<file path="src/rtl/shift_add_mult_ctrl.sv">
// Sequential unsigned shift-and-add multiplier controller that time-shares one external adder.
// Optional feature: define ZERO_BYPASS_EN to finish zero-operand requests without iterating.
module shift_add_mult_ctrl #(
    parameter int WIDTH = 4
) (
    input  logic                 clk,
    input  logic                 rst_n,
    input  logic                 start,
    input  logic [WIDTH-1:0]     multiplicand,
    input  logic [WIDTH-1:0]     multiplier,
    output logic                 busy,
    output logic                 done,
    output logic [2*WIDTH-1:0]   product,
    output logic [WIDTH-1:0]     add_a,
    output logic [WIDTH-1:0]     add_b,
    input  logic [WIDTH-1:0]     add_sum,
    input  logic                 add_cout
);

    localparam int CNT_W = $clog2(WIDTH + 1);
    localparam logic [CNT_W-1:0] LAST_ITER = CNT_W'(WIDTH - 1);

    typedef enum logic [1:0] {
        IDLE = 2'd0,
        RUN  = 2'd1,
        DONE = 2'd2
    } state_t;

    state_t               state_q;
    logic [WIDTH-1:0]     a_q;
    logic [WIDTH-1:0]     q_q;
    logic [WIDTH-1:0]     m_q;
    logic [CNT_W-1:0]     cnt_q;
    logic [2*WIDTH-1:0]   product_q;
    logic                 done_q;
    logic                 busy_q;

    logic [2*WIDTH-1:0]   shift_d;
    logic                 bypass_d;

    // One iteration: take the adder result and shift {C,A,Q} right by one bit.
    assign shift_d = {add_cout, add_sum, q_q[WIDTH-1:1]};

`ifdef ZERO_BYPASS_EN
    assign bypass_d = (multiplicand == '0) || (multiplier == '0);
`else
    assign bypass_d = 1'b0;
`endif

    // The adder is only fed during RUN so its result is never consumed in other states.
    assign add_a = (state_q == RUN) ? a_q : '0;
    assign add_b = ((state_q == RUN) && q_q[0]) ? m_q : '0;

    assign busy    = busy_q;
    assign done    = done_q;
    assign product = product_q;

    always_ff @(posedge clk or negedge rst_n) begin
        if (!rst_n) begin
            state_q   <= IDLE;
            a_q       <= '0;
            q_q       <= '0;
            m_q       <= '0;
            cnt_q     <= '0;
            product_q <= '0;
            done_q    <= 1'b0;
            busy_q    <= 1'b0;
        end else begin
            done_q <= 1'b0;
            case (state_q)
                IDLE: begin
                    if (start) begin
                        busy_q <= 1'b1;
                        if (bypass_d) begin
                            product_q <= '0;
                            done_q    <= 1'b1;
                            state_q   <= DONE;
                        end else begin
                            m_q     <= multiplicand;
                            q_q     <= multiplier;
                            a_q     <= '0;
                            cnt_q   <= '0;
                            state_q <= RUN;
                        end
                    end
                end
                RUN: begin
                    {a_q, q_q} <= shift_d;
                    cnt_q      <= cnt_q + 1'b1;
                    if (cnt_q == LAST_ITER) begin
                        product_q <= shift_d;
                        done_q    <= 1'b1;
                        state_q   <= DONE;
                    end
                end
                DONE: begin
                    busy_q  <= 1'b0;
                    state_q <= IDLE;
                end
                default: begin
                    busy_q  <= 1'b0;
                    state_q <= IDLE;
                end
            endcase
        end
    end

endmodule

</file>
<file path="config.mk">
export PLATFORM = sky130hd
export DESIGN_NAME = shift_add_mult_ctrl
export DESIGN_NICKNAME = d
export VERILOG_FILES = /design/src/rtl/shift_add_mult_ctrl.sv
export SDC_FILE = /design/constraint.sdc
export NUM_CORES = 1
export LEC_CHECK = 0
export CAP_MARGIN = 20
export CORE_MARGIN = 1
export CORE_UTILIZATION = 48
export CTS_BUF_LIST = sky130_fd_sc_hd__clkbuf_2 sky130_fd_sc_hd__clkbuf_4 sky130_fd_sc_hd__clkbuf_8
export DETAILED_ROUTE_END_ITERATION = 10
export PLACE_DENSITY = 0.8
export SYNTH_ARGS = -nofsm -noshare
export SYNTH_HDL_FRONTEND = slang
export SYNTH_SLANG_ARGS = --single-unit
</file>
<file path="constraint.sdc">
create_clock -name clk -period 1.9 [get_ports clk]
set_clock_uncertainty 0.05 [all_clocks]
set_input_delay 0.475 -clock clk [delete_from_list [all_inputs] [get_ports clk]]
set_output_delay 0.475 -clock clk [all_outputs]
set_load 0.05 [all_outputs]
</file>
==> out/summary.txt <==
Total Routing Usage GR -> 0.191
# setup viols final -> 4
dpl hpwl -> 1.51 mm
most frequent cells in the layout -> dfrtp_1 (27), buf_4 (19), clkdlybuf4s50_1 (15)
Worst Max-Slew Pin Slew -> 0.435 ns
routed via count -> 821
die footprint -> 2690 µm²
Max Freq -> 0.520 GHz
Max Cap Viol -> 0
Final Hold Fails -> 0
per-cell routed wire length -> 14.0 µm
CP max FO -> 6
# port buffers -> 33
sequential share of the synthesized area -> 0.566
critical path class -> reg2out
Placed Area -> 1620 µm²
clock latency on the worst-skew pair -> 0.31 ns
worst-path cell chain -> and2b_4 -> and3_4 -> buf_12
first-pass GRT wire length -> 3.67 mm
Worst path slowest cell -> dfrtp_1
# DRC -> 0
H-tree depth -> 1
Final ANT Viol Nets -> 0
ratio of cells with drive above 1 in the final layout -> 0.435
nets -> 150
fin area -> 1730 µm²
crit share post-route -> 1.01
drt first pass iters -> 4
DR iter-0 viols -> 6
Rows -> 17
Core ar. -> 2280 µm²
Critical Path AT -> 1.40 ns
Critical path buffers and inverters -> 1
syn_area_per_cell -> 13.7 µm²
Crit path max-delay family -> simple AND/OR/NAND/NOR gates
Final Max Tran Viols -> 0
Clock Sinks -> 27
placed insts -> 149
Netlist Area Pre-Place -> 1190 µm²
Routed WL -> 2.22 mm
Die X-Extent -> 51.9 µm
fillers -> 155
Yosys Warn Count -> 0
violated checks -> negative setup slack
CTS Hold Bufs -> 0
Lkg Pwr -> 0.821 nW
CP required -> 1.37 ns
delay of the slowest critical-path stage -> 0.43 ns
Area growth syn-to-layout -> 44.9%
GPL Wtd Cong -> 0.832
total gr overflow -> 0
largest net degree at the start of global routing -> 28
initial antenna violation count -> 0
status -> finished with violations
n_diodes -> 0
fin cells -> 159
post-synth net total -> 105
vias per cell -> 5.16
root buffer cell -> clkbuf_4
CP Launch Type -> flop
Mapped Cells -> 87
Final WS setup -> -0.0228 ns
CTS clk-pin slew, worst paths -> 0.13 ns
Ports -> 34
VDD IR max -> 1.46 mV
Tmin final -> 1.92 ns
CTS tree -> yes
cts bufs inserted -> 3
pwr/cell area -> 2030 nW/µm²
register bit total from synthesis -> 27
most common cell after layout, fill and taps aside -> dfrtp_1
CP Capture Type -> output port
Min-Delay Path Class -> in2async
Initial Util -> 0.524
Die Y-Extent -> 51.9 µm
number of global-route vias before repair -> 792
RSZ-0062 raised after global routing -> yes
CTS Buffer Depth -> 2
Max-slew headroom -> 0.709
post-synth cell types -> 27
## final timing paths
check	to	from	cells after the start	slack, ns
max in group asynchronous	m_q[3]$_DFFE_PN0P_	rst_n	2	1.08
min in group clk	a_q[0]$_DFFE_PN0P_	a_q[0]$_DFFE_PN0P_	1	0.47
worst min register to register	a_q[0]$_DFFE_PN0P_	a_q[0]$_DFFE_PN0P_	1	0.47
worst min-delay path	done$_DFF_PN0_	rst_n	2	0.47
worst max-delay path	add_b[2]	state_q[1]$_DFFE_PN0P_	3	-0.02
worst max register to register	product[7]$_DFFE_PN0P_	state_q[0]$_DFFE_PN0P_	6	0.21
## Yosys cell counts
library cell	n	area (µm²)
dfrtp_1	27	676
mux2_4	8	120
a22o_1	5	43.8
inv_1	5	18.8
and2_1	4	25.0
and3_1	4	25.0
mux2_2	4	45.0
nor2_1	3	11.3
a21oi_1	2	10.0
ha_1	2	25.0
nand2_1	2	7.51
nand2b_1	2	12.5
nand3b_1	2	15.0
o21ai_0	2	10.0
o221a_2	2	22.5
or2b_1	2	15.0
a221o_1	1	10.0
a2bb2oi_1	1	8.76
and2b_4	1	10.0
buf_2	1	5.00
buf_6	1	11.3
clkbuf_2	1	5.00
nand2_8	1	20.0
nor3b_4	1	18.8
o21bai_1	1	7.51
o22a_1	1	8.76
o22ai_1	1	6.26
## cell families after synthesis
logic type	synth area share
AO/OA/AOI/OAI	0.107
adder cells (fa/ha/maj)	0.0210
buffers and inverters	0.0335
flip-flops	0.566
multiplexers	0.138
AND/OR/NAND/NOR	0.134
## metal layers
layer | global-route usage | wire, µm
met1 | 0.270 | 1090
met2 | 0.297 | 981
met3 | 0.0292 | 126
met4 | 0.0676 | 28
met5 | 0 | 0
## timing repair
action | 4_1_cts | 5_1_grt
pin swaps | 3 | 4
setup buffers | 3 | 2
resized for setup | 6 | 3
setup endpoints to repair | 8 | 8
endpoints found under the hold margin | 0 | 0
cloned | 1 | 0
## sequential cells by signal (all words and copies together) (netlist names)
signal	flops
state_q	2
a_q	4
product	8
cnt_q	3
m_q	4
done	1
q_q	4
busy	1
## stage by stage
stage | TNS (ns) | total power (W) | setup WS (ns) | hold WS, ns | utilization
after floorplan | 0 | 0.00236 | 0.0810 | 0.129 | -
after global placement | 0 | 0.00304 | 0.130 | 0.425 | 0.713
after detailed placement | 0 | 0.00307 | 0.0778 | 0.428 | 0.713
after CTS | -0.167 | 0.00347 | -0.0366 | 0.468 | 0.750
after global routing | -0.462 | 0.00370 | -0.0908 | 0.486 | 0.760
final | -0.0875 | 0.00351 | -0.0228 | 0.469 | 0.760
## power breakdown
part	switching [W]	internal (W)
combinational	0.00115	0.00108
clock	0.000158	0.0000963
sequential	0.000179	0.000850
## area by class of cell
type / instances / area [µm²] / area share
sequential: 27 / 676 / 0.391
multi-input combinational: 53 / 517 / 0.299
timing repair buffer: 42 / 453 / 0.262
tap: 28 / 35.0 / 0.0203
clock buffer: 4 / 30.0 / 0.0174
inverter: 5 / 18.8 / 0.0109
No activity file was read; power rests on OpenSTA's default activity.
